`src/rtl/instr_dispatch_pkg.sv`:
```
// Shared types for the instruction dispatcher: instruction word layout and
// node index type sized for the default node count.
package instr_dispatch_pkg;

  localparam int DEFAULT_NUM_NODES = 4;
  localparam int NODE_IDX_W        = $clog2(DEFAULT_NUM_NODES);

  typedef logic [NODE_IDX_W-1:0] node_idx_t;

  typedef struct packed {
    logic [7:0]  opcode;
    logic [7:0]  tag;
    logic [15:0] operand;
  } instr_t;

endpackage

```
`src/rtl/instr_dispatch_rr_select.sv`:
```
// Combinational round-robin picker: first non-busy node at or after the
// pointer, wrapping. Reusable for any request/busy arbitration.
module rr_select #(
  parameter int N     = 4,
  parameter int IDX_W = $clog2(N)
) (
  input  logic [IDX_W-1:0] i_rr_ptr,
  input  logic [N-1:0]     i_node_busy,
  output logic [IDX_W-1:0] o_sel,
  output logic             o_any_free
);

  logic             w_found;
  logic [IDX_W-1:0] w_idx;

  // N is a power of two, so IDX_W-bit addition wraps modulo N for free.
  always_comb begin
    o_sel   = i_rr_ptr;
    w_found = 1'b0;
    w_idx   = '0;
    for (int k = 0; k < N; k++) begin
      w_idx = IDX_W'(i_rr_ptr + IDX_W'(k));
      if (!w_found && !i_node_busy[w_idx]) begin
        o_sel   = w_idx;
        w_found = 1'b1;
      end
    end
  end

  assign o_any_free = ~&i_node_busy;

endmodule

```
`src/rtl/instr_dispatch.sv`:
```
// Instruction dispatcher: one-entry holding register feeding NUM_NODES nodes
// round-robin, skipping busy nodes, with saturating dispatch/stall counters.
module instr_dispatch
  import instr_dispatch_pkg::*;
#(
  parameter int NUM_NODES = DEFAULT_NUM_NODES,
  parameter int CNT_W     = 16
) (
  input  logic                 clk,
  input  logic                 reset,
  input  instr_t               in_instr,
  input  logic                 in_valid,
  output logic                 in_ready,
  output instr_t               node_instr,
  output logic [NUM_NODES-1:0] node_valid,
  input  logic [NUM_NODES-1:0] node_busy,
  output logic                 all_busy,
  output logic [CNT_W-1:0]     dispatch_cnt,
  output logic [CNT_W-1:0]     stall_cnt,
  output logic [1:0]           dbg_state
);

  localparam int IDX_W = $clog2(NUM_NODES);

  // Handshake: a transfer happens on a rising edge where in_valid and
  // in_ready are both high; node_valid[i] is a one-cycle write strobe that
  // is only raised on a node whose busy is low in that same cycle.
  typedef enum logic [1:0] {
    ST_EMPTY   = 2'd0,
    ST_LOADED  = 2'd1,
    ST_STALLED = 2'd2
  } disp_state_t;

  disp_state_t      r_state;
  instr_t           r_hold;
  logic [IDX_W-1:0] r_rr_ptr;
  logic [CNT_W-1:0] r_dispatch_cnt;
  logic [CNT_W-1:0] r_stall_cnt;

  logic [IDX_W-1:0] w_sel;
  logic             w_any_free;
  logic             w_fire;
  logic             w_accept;

  rr_select #(
    .N     (NUM_NODES),
    .IDX_W (IDX_W)
  ) u_rr_select (
    .i_rr_ptr    (r_rr_ptr),
    .i_node_busy (node_busy),
    .o_sel       (w_sel),
    .o_any_free  (w_any_free)
  );

  // Reset suppresses dispatch so a discarded instruction never reaches a node.
  assign w_fire   = (r_state != ST_EMPTY) & w_any_free & ~reset;
  assign in_ready = (r_state == ST_EMPTY) | w_fire;
  assign w_accept = in_valid & in_ready;
  assign all_busy = (r_state != ST_EMPTY) & (&node_busy);

  always_comb begin
    node_valid = '0;
    if (w_fire) node_valid[w_sel] = 1'b1;
  end

  assign node_instr   = r_hold;
  assign dispatch_cnt = r_dispatch_cnt;
  assign stall_cnt    = r_stall_cnt;
  assign dbg_state    = r_state;

  always_ff @(posedge clk) begin
    if (reset) begin
      r_state        <= ST_EMPTY;
      r_hold         <= '0;
      r_rr_ptr       <= '0;
      r_dispatch_cnt <= '0;
      r_stall_cnt    <= '0;
    end else begin
      case (r_state)
        ST_EMPTY: begin
          if (w_accept) begin
            r_hold  <= in_instr;
            r_state <= ST_LOADED;
          end
        end
        ST_LOADED, ST_STALLED: begin
          if (w_fire && w_accept) begin
            r_hold  <= in_instr;
            r_state <= ST_LOADED;
          end else if (w_fire) begin
            r_state <= ST_EMPTY;
          end else begin
            r_state <= ST_STALLED;
          end
        end
        default: r_state <= ST_EMPTY;
      endcase

      if (w_fire) r_rr_ptr <= w_sel + 1'b1;

      if (w_fire && !(&r_dispatch_cnt))
        r_dispatch_cnt <= r_dispatch_cnt + 1'b1;

      if ((r_state == ST_STALLED) && !(&r_stall_cnt))
        r_stall_cnt <= r_stall_cnt + 1'b1;
    end
  end

endmodule
```
`config.mk`:
```
export PLATFORM = sky130hd
export DESIGN_NAME = instr_dispatch
export DESIGN_NICKNAME = d
export VERILOG_FILES = /design/src/rtl/instr_dispatch_pkg.sv /design/src/rtl/instr_dispatch_rr_select.sv /design/src/rtl/instr_dispatch.sv
export SDC_FILE = /design/constraint.sdc
export NUM_CORES = 1
export LEC_CHECK = 0
export ABC_CLOCK_PERIOD_IN_PS = 1700
export CAP_MARGIN = 20
export CORE_AREA = 2 2 93 95
export DETAILED_ROUTE_END_ITERATION = 7
export DIE_AREA = 0 0 95 97
export PLACE_DENSITY = 0.86
export SKIP_LAST_GASP = 1
export SYNTH_ARGS = -nofsm -noshare
export SYNTH_HDL_FRONTEND = slang
export SYNTH_SLANG_ARGS = --single-unit
```
`constraint.sdc`:
```
create_clock -name clk -period 1.7 [get_ports clk]
set_input_delay 0.255 -clock clk [delete_from_list [all_inputs] [get_ports clk]]
set_output_delay 0.255 -clock clk [all_outputs]
set_load 0.005 [all_outputs]
```
### Word level (Yosys, flattened, before mapping)

Cells that the tools add are included.
Widths: inputs -> output; s select.

| cells by class | value |
|---|---|
| $add $sub $neg | 6 |
| $lt $le $gt $ge | 6 |
| eq/ne operators | 4 |
| mux-type cells | 24 |
| bitwise operators | 6 |
| reductions and logical operators | 23 |

Operator list:

| cell | count |
|---|---|
| $mux 32 | 2 |
| $pmux 32 s2 | 1 |
| $add 16x1->16 const B | 2 |
| $reduce_and 16->1 | 2 |
| $lt 2x3->1 const B | 5 |
| $mux 2 | 6 |
| $bmux 1 s2 | 4 |
| $logic_not 1->1 | 8 |
| $mux 1 | 8 |
| $logic_and 1x1->1 | 7 |
| $add 2x1->2 const B | 2 |
| $add 2x2->2 const B | 2 |
| $and 1x1->1 | 4 |
| $mux 4 | 1 |
| $ne 2x2->1 const B | 2 |
| $pmux 2 s2 | 1 |
| $reduce_and 4->1 | 1 |
| $reduce_bool 2->1 | 2 |
| $reduce_and 3->1 | 1 |
| $demux 1 s2 | 1 |
| $eq 2x1->1 const B | 1 |
| $eq 2x2->1 const B | 1 |
| $ge 2x1->1 const B | 1 |
| $logic_not 2->1 | 1 |
| 3 further kinds | 3 |

| word-level totals | value |
|---|---|
| bits in registers | 68 |
| input bits | 39 |
| output and inout port bits | 72 |
| logic and storage cells | 76 |

### Longest topological paths before layout

Gate-level depths: netlist of run 1.

| depth | value |
|---|---|
| depth in word-level cells | 17 |
| depth in mapped cells | 7 |
| mapped depth without buffers | 7 |

### Hierarchy

A second synthesis of run 1 with hierarchy kept.

| second synthesis, totals | value |
|---|---|
| cells, all modules | 343 |
| area, all modules | 3,128.0 µm² |

Modules (own cells, without submodules):

| module | instances | cells each | area each (µm²) |
|---|---|---|---|
| instr_dispatch | 1 | 329 | 3,044.2 |
| rr_select | 1 | 14 | 83.8 |

### Least setup slack after synthesis of run 1

Ideal clock, no wire load.

| timing | value |
|---|---|
| kind | register to register |
| start | reg r_state[0] (netlist: dbg_state[0]) |
| end | reg r_dispatch_cnt[10] (netlist: dispatch_cnt[10]) |
| arrival time | 1.884 ns |
| required time | 1.630 ns |
| path slack | -0.255 ns |
| stages on the path, launching flop included | 7 |
| buffers on the path | 1 |
| period minus slack after synthesis | 1.955 ns |
| path through | dfxtp_1 > inv_1 > ha_1 > or4_1 > buf_2 > or4_1 > a21oi_1 |

| on the way | value |
|---|---|
| word-level cells in the longest chain between the ends | 4 |

Ends and longest elaborated chain:

| what | RTL line | text |
|---|---|---|
| start, declared | instr_dispatch.sv:34 | `disp_state_t r_state;` |
| start signal, assigned | instr_dispatch.sv:73 | `r_state <= ST_EMPTY;` |
| start signal, assigned | instr_dispatch.sv:83 | `r_state <= ST_LOADED;` |
| start signal, assigned | instr_dispatch.sv:89 | `r_state <= ST_LOADED;` |
| $reduce_bool 2->1 | instr_dispatch.sv:56 | `assign w_fire = (r_state != ST_EMPTY) & w_any_free & ~reset;` |
| $and 1x1->1 (2 in a row) | instr_dispatch.sv:56 |  |
| $logic_and 1x1->1 | instr_dispatch.sv:101 | `if (w_fire && !(&r_dispatch_cnt))` |
| end signal, assigned | instr_dispatch.sv:102 | `r_dispatch_cnt <= r_dispatch_cnt + 1'b1;` |
| end, declared | instr_dispatch.sv:37 | `logic [CNT_W-1:0] r_dispatch_cnt;` |

No other way between the ends.
A chain may end at the register's enable or synchronous reset.

### Worst setup path after layout of run 1

| timing | value |
|---|---|
| start | reg r_rr_ptr[1] |
| end | out node_valid[2] |

| on the way | value |
|---|---|
| word-level cells in the longest chain between the ends | 17 |
| elaborated cells between the ends (all ways) | 31 |
| classes of those cells | add/sub: 3; order compare: 2; mux: 17; reduce/logical: 9 |

Ends and longest elaborated chain:

| what | RTL line | text |
|---|---|---|
| start, declared | instr_dispatch.sv:36 | `logic [IDX_W-1:0] r_rr_ptr;` |
| start signal, assigned | instr_dispatch.sv:99 | `if (w_fire) r_rr_ptr <= w_sel + 1'b1;` |
| $add 2x1->2 | instr_dispatch_rr_select.sv:22 | `w_idx = IDX_W'(i_rr_ptr + IDX_W'(k));` |
| $bmux 1 s2 | instr_dispatch_rr_select.sv:23 | `if (!w_found && !i_node_busy[w_idx]) begin` |
| $mux 1 (not written as such) | instr_dispatch_rr_select.sv:23 |  |
| $logic_not 1->1 | instr_dispatch_rr_select.sv:23 |  |
| $logic_and 1x1->1 | instr_dispatch_rr_select.sv:23 |  |
| $mux 1 | instr_dispatch_rr_select.sv:23 |  |
| $logic_not 1->1 | instr_dispatch_rr_select.sv:23 |  |
| $logic_and 1x1->1 | instr_dispatch_rr_select.sv:23 |  |
| $mux 1 | instr_dispatch_rr_select.sv:23 |  |
| $logic_not 1->1 | instr_dispatch_rr_select.sv:23 |  |
| $logic_and 1x1->1 | instr_dispatch_rr_select.sv:23 |  |
| $mux 2 * | instr_dispatch_rr_select.sv:23 |  |
| $lt 2x3->1 (not written as such) / $ge 2x1->1 (equally long branches) | instr_dispatch.sv:63 | `if (w_fire) node_valid[w_sel] = 1'b1;` |
| $logic_and 1x1->1 (not written as such) | instr_dispatch.sv:63 |  |
| $mux 1 (not written as such) | instr_dispatch.sv:63 |  |
| $demux 1 s2 * | instr_dispatch.sv:63 |  |
| $mux 4 * | instr_dispatch.sv:63 |  |
| end, declared | instr_dispatch.sv:15 | `output logic [NUM_NODES-1:0] node_valid,` |

Mark *: on every way between the ends. The rest lies on a longest branch, timed or not. The select of a mux whose other input is x is not followed.

==> results of run 1 <==
## cells by family after synthesis
group                    share of synthesized area, %
AND/OR/NAND/NOR                                  27.6
flip-flops                                       40.5
AO/OA/AOI/OAI                                    12.4
multiplexers                                     12.4
buffers and inverters                            3.76
adder cells (fa/ha/maj)                          3.35
## cells in the final DEF, fill, tap and decap left out, types with 6 or more instances in the layout
master,instances
nand3_1,14
nand4_1,11
buf_4,49
o31ai_1,6
ha_4,6
nor2b_1,7
dfxtp_1,58
clkdlybuf4s50_1,99
buf_6,10
a21oi_1,12
inv_1,9
mux2i_1,35
clkbuf_8,10
nand2_1,82
and4_1,7
or4_1,6
nor2_1,13
dfxtp_2,7
## cell type report
class,instances,area (sq um)
clock buffer,12,166
clock inverter,4,55.1
fill,586,2550
inverter,12,47.5
multi-input combinational,292,2130
sequential,68,1380
tap,105,131
timing repair buffer,172,1670
## power groups by stage
stage | clock network (mW) | logic, mW | registers (mW)
after floorplan | 0 | 0.327 | 1.78
after global placement | 0 | 0.710 | 1.77
after detailed placement | 0 | 0.736 | 1.77
after CTS | 1.47 | 0.831 | 1.74
after global routing | 1.54 | 0.994 | 1.75
final | 1.44 | 0.921 | 1.74
## metal layers
metal  GRT usage, %  vias to the layer above  part of all wire, %
met2           38.2                      124                   52
li1               -                     1745                    -
met3           6.62                       25                  6.1
met4           8.25                        0                  2.1
met5              0                        -                    0
met1           25.2                     1705                   40
## repair_timing
action	in CTS	in global routing
cloned	1	3
setup endpoints to repair	58	55
gates resized for setup	67	29
setup buffers	4	4
pin swaps	8	9
## state kept, by name, summed over array words and instances (netlist names)
name / flops
dispatch_cnt: 16
stall_cnt: 16
r_rr_ptr: 2
dbg_state: 2
node_instr: 32
## worst register-to-register path: stages (launching register included)
cell and delay [ns]:
dfxtp_2 0.36, inv_4 0.05, ha_4 0.17, or4_4 0.57
buf_4 0.18, or3_1 0.33, a21oi_1 0.13
## worst max path at each step
stage	from	to	slack, ns	cells past startpoint
floorplan	dispatch_cnt[1]$_SDFFE_PP0P_	dispatch_cnt[10]$_SDFFE_PP0P_	-0.17	6
global placement	node_busy[0]	node_valid[0]	-0.75	8
detailed placement	node_busy[0]	node_valid[2]	-0.89	8
CTS	r_rr_ptr[1]$_SDFFE_PP0P_	node_valid[2]	-0.38	9
global route	r_rr_ptr[1]$_SDFFE_PP0P_	node_valid[2]	-0.48	9
finish	r_rr_ptr[1]$_SDFFE_PP0P_	node_valid[2]	-0.40	9
==> results_dict.tcl, run 1 <==
set metrics [dict create \
    fin_total_pwr_mw 4.10 \
    setup_viol 8 \
    status "complete, but fails checks" \
    drive_gt1_share_pct 26.3 \
    drt_iter0_markers 200 \
    avgSynthCellArea_sq_um 8.60 \
    layout_setup_ws_ns -0.402 \
    cts_tree "done" \
    final.setup.tns_ns -1.90 \
    slowest_stage "dfxtp_4" \
    grt_max_degree 60 \
    synth_seq_cells 68 \
    portBuffers 110 \
    numCtsBuffers 9 \
    min_period_ns 2.10 \
    cts_max_level 3 \
    finClkSkew_ns 0.0111 \
    grt_usage_pct 22.1 \
    violations "negative setup slack" \
    drc 0 \
    slowest_delay_ns 0.37 \
    holdWs_ns 0.458 \
    pin_count 111 \
    dp_cells 638 \
    grt_pass1_vias 3601 \
    worstHoldStart "node_instr[23]$_SDFFE_PP0P_" \
    wl_per_cell_um 16.0 \
    syn-num-nets 439 \
    ctsHoldBuffers 0 \
    synthTopCellsByArea "dfxtp_1, mux2i_1, nand2_1, ha_1, and4_1" \
    maxCapViolCount 0 \
    netlist_instances 391 \
    crit_chain "and2b_2, o21ai_2, a221oi_2, buf_4, inv_2, buf_6, ha_4, and2_4, buf_6" \
    async_flop_share_pct 0 \
    final_area_sq_um 5580 \
    critical-path-top-delay-family "buffers and inverters" \
    r2r-end "dispatch_cnt[12]$_SDFFE_PP0P_" \
    hold_viol 0 \
    rsz0062_at_grt "true" \
    ir_drop_mv 0.411 \
    core_sq_um 8130 \
    yosysSeqAreaShare_pct 40.5 \
    fin_util_pct 68.6 \
    synth_edf_count 0 \
    p_int_mw 3.04 \
    antenna_found_initial 0 \
    yosys_warnings 0 \
    die_area_sq_um 9220 \
    synth_commonest_cells "nand2_1, dfxtp_1, mux2i_1" \
    root_buffer "clkbuf_8" \
    setup.worst_path.start_class "flop" \
    detail_route.first_pass.iterations 4 \
    drtAntennaViolNets 0 \
    layout-area-overhead-vs-synth_pct 66.1 \
    yosysMostFrequentCell "nand2_1" \
    timing.critical_path.buf_inv 4 \
    ys_types 46 \
    path_class "reg2out" \
    cp_common_cell "buf_6" \
    holdPathStages 2 \
    maxSlewHeadroom_pct 66.4 \
    via_count 3599 \
    min_path_type "reg2reg" \
    yosys.area.top_type "dfxtp_1" \
    synthFlopType "dfxtp_1" \
    final_cells 665 \
    p_seq_share_pct 42.4 \
    final_nets 603 \
    pwr-share-comb_pct 22.4 \
    cp.required_ns 1.44 \
    dpl.hpwl_mm 6.88 \
    cts_buffer_depth 2 \
    p_sw_mw 1.06 \
    grt_pass1_wl_mm 16.5 \
    power.density_nw_per_um2 735 \
    start_util_pct 41.3 \
    min_period_over_period_pct 124 \
    drt-total-wl_mm 10.6 \
    grt-ovfl-total 0 \
    syn-cell-area_sq_um 3360 \
    viasPerCell 5.41 \
    place_ws_ns -0.888 \
    p_sw_share_pct 26.0 \
    p_leak_nw 2.14 \
    clk_pin_slew_ns 0.08 \
    rr_startpoint "dbg_state[0]$_SDFFE_PP0P_" \
    num_antenna_cells 0 \
    yosysTopAreaCellShare_pct 40.5 \
    row_count 33 \
    ff2ff_setup_slack_ns -0.16 \
    worst_pin_slew_ns 0.497 \
    reg2reg_depth 6 \
    placed_cell_area_sq_um 4990 \
    cts.sinks 68 \
    fp.dieW_um 95 \
    p_clk_share_pct 35.2 \
    clock.fmax_mhz 476 \
    arrival_ns 1.85 \
    gp_congestion 0.914 \
    clock_latency_ns 0.34 \
    whs_endpoint "node_instr[23]$_SDFFE_PP0P_" \
    slew_violations 0 \
    die_h_um 97 \
    worstSetupEndpointType "output pin" \
    cp_max_fo 5 \
]
No activity file was read; power rests on OpenSTA's default activity.
==> inputs of run 2 (changes only) <==
Settings changed: CELL_PAD_IN_SITES_DETAIL_PLACEMENT set to 0, CELL_PAD_IN_SITES_GLOBAL_PLACEMENT set to 1, CORE_AREA 2 2 93 95 to 2 2 109 111, DIE_AREA 0 0 95 97 to 0 0 111 113, PLACE_DENSITY 0.86 to 0.85.
==> results_dict.tcl, run 2 (synthesized netlist as in run 1, its figures left out) <==
set metrics [dict create \
    status "complete, but fails checks" \
    violations "negative setup slack" \
    power.density_nw_per_um2 805 \
    detail_route.first_pass.iterations 4 \
    cts_max_level 3 \
    min_period_over_period_pct 125 \
    layout-area-overhead-vs-synth_pct 70.1 \
    numCtsBuffers 9 \
    setup.worst_path.start_class "flop" \
    ir_drop_mv 0.410 \
    p_sw_share_pct 24.4 \
    cp_common_cell "buf_4" \
    cts_tree "done" \
    maxCapViolCount 0 \
    drt_iter0_markers 231 \
    cp_num_cells 9 \
    num_antenna_cells 0 \
    die_area_sq_um 12500 \
    antenna_found_initial 0 \
    critical-path-top-delay-family "buffers and inverters" \
    clk_pin_slew_ns 0.06 \
    rsz0062_at_grt "true" \
    wl_per_cell_um 14.8 \
    cp_max_fo 5 \
    start_util_pct 29.8 \
    grt_usage_pct 15.7 \
    final_nets 610 \
    p_clk_share_pct 42.8 \
    p_leak_nw 2.23 \
    min_path_type "reg2reg" \
    portBuffers 110 \
    timing.critical_path.buf_inv 3 \
    drc 0 \
    drive_gt1_share_pct 27.2 \
    final.setup.tns_ns -2.17 \
    fin_total_pwr_mw 4.61 \
    fp.dieW_um 111 \
    grt_max_degree 35 \
    row_count 39 \
    grt_pass1_vias 3389 \
    gp_congestion 0.849 \
    crit_chain "buf_4, nor3b_2, a31oi_1, o211ai_1, o21ai_1, buf_4, ha_2, and2_1, buf_2" \
    cts.sinks 68 \
    slowest_delay_ns 0.36 \
    pwr-share-comb_pct 19.5 \
    drt-total-wl_mm 10.5 \
    cts_buffer_depth 2 \
    final_cell_mix "clkdlybuf4s50_1, nand2_1, buf_4" \
    multi_input_area_sq_um 2140 \
    slowest_stage "dfxtp_4" \
    num-fill-cells 1025 \
    clock_latency_ns 0.33 \
    maxSlewHeadroom_pct 72.7 \
    via_count 3547 \
    grt_pass1_wl_mm 16.1 \
    min_period_ns 2.12 \
    grt-ovfl-total 0 \
    slew_violations 0 \
    layout_setup_ws_ns -0.420 \
    seq_area_sq_um 1380 \
    p_sw_mw 1.12 \
    holdPathStages 2 \
    largest_reg_flops 32 \
    p_int_mw 3.48 \
    fin_util_pct 50.7 \
    viasPerCell 5.00 \
    worstSetupEndpointType "output pin" \
    drtAntennaViolNets 0 \
    finClkSkew_ns 0.00593 \
    root_buffer "clkbuf_16" \
    clock.fmax_mhz 472 \
    arrival_ns 1.86 \
    dpl.hpwl_mm 6.97 \
    core_sq_um 11300 \
    path_class "reg2out" \
    worst_pin_slew_ns 0.410 \
    pin_count 111 \
    reg2reg_depth 5 \
    p_seq_share_pct 37.8 \
    mostFrequentLayoutCell "clkdlybuf4s50_1" \
    cp.required_ns 1.44 \
    die_h_um 113 \
    hold_viol 0 \
    setup_viol 24 \
]
[run 2: cell count changes in the layout (fill, tap and decap cells not counted), moves of 3 or more]
| cell | previous run | this run |
|---|---|---|
| clkinv_2 | 0 | 3 |
| clkbuf_16 | 3 | 11 |
| buf_4 | 49 | 63 |
| dlygate4sd2_1 | 4 | 1 |
| buf_6 | 10 | 6 |
| clkbuf_8 | 10 | 0 |
| clkbuf_2 | 1 | 5 |
[run 2: repair_timing]
action                     4_1_cts  5_1_grt
cloned                           0        2
pin swaps                        5       14
buffers inserted                 7        5
resized for setup               36       55
setup endpoints to repair       38       44
hold buffers                     0        0
[run 2: area by class of cell]
type                            count  area share [%]
Multi-Input combinational cell    291            37.5
Timing Repair Buffer              180            29.1
Sequential cell                    68            24.1
Clock buffer                       10            4.00
Tap cell                          143            3.13
Clock inverter                      6            1.38
Inverter                           12           0.831
[run 2: metrics by stage]
| stage | instances | cell area (sq um) | hold slack (ns) | setup WS (ns) |
|---|---|---|---|---|
| after global routing | 710 | 5720 | 0.473 | -0.491 |
| after detailed placement | 680 | 5050 | 0.446 | -0.852 |
| after global placement | 680 | 5050 | 0.441 | -0.786 |
| after floorplan | 391 | 3440 | 0.397 | -0.170 |
| after CTS | 703 | 5450 | 0.457 | -0.436 |
| final | 710 | 5720 | 0.455 | -0.420 |
[run 2: power by group through the flow]
stage	combinational [mW]	clock, mW	sequential (mW)
floorplan	0.327	0	1.78
global placement	0.720	0	1.76
detailed placement	0.736	0	1.77
CTS	0.798	2.01	1.74
global route	0.966	2.10	1.75
finish	0.898	1.97	1.74
[run 2: worst paths after layout]
kind	startpoint	to	slack [ns]
worst max-delay path	r_rr_ptr[1]$_SDFFE_PP0P_	node_valid[0]	-0.42
worst min-delay path	node_instr[25]$_SDFFE_PP0P_	node_instr[25]$_SDFFE_PP0P_	0.45
worst max register to register	dbg_state[0]$_SDFFE_PP0P_	dispatch_cnt[10]$_SDFFE_PP0P_	-0.12
worst min register to register	node_instr[25]$_SDFFE_PP0P_	node_instr[25]$_SDFFE_PP0P_	0.45
[run 2: layer usage]
layer | global-route usage (%) | vias to the layer above | share of wire, % | wire length, um
met5 | 0 | - | 0 | 0
met2 | 27.2 | 89 | 50 | 5200
met3 | 5.20 | 16 | 5.6 | 583
met1 | 18.1 | 1683 | 43 | 4550
li1 | - | 1759 | - | -
met4 | 6.17 | 0 | 1.4 | 147
[run 2: worst min-delay path, stage by stage, from the launching register on]
cell,delay [ns]
dfxtp_1,0.30
nand2_1,0.05
mux2i_1,0.05
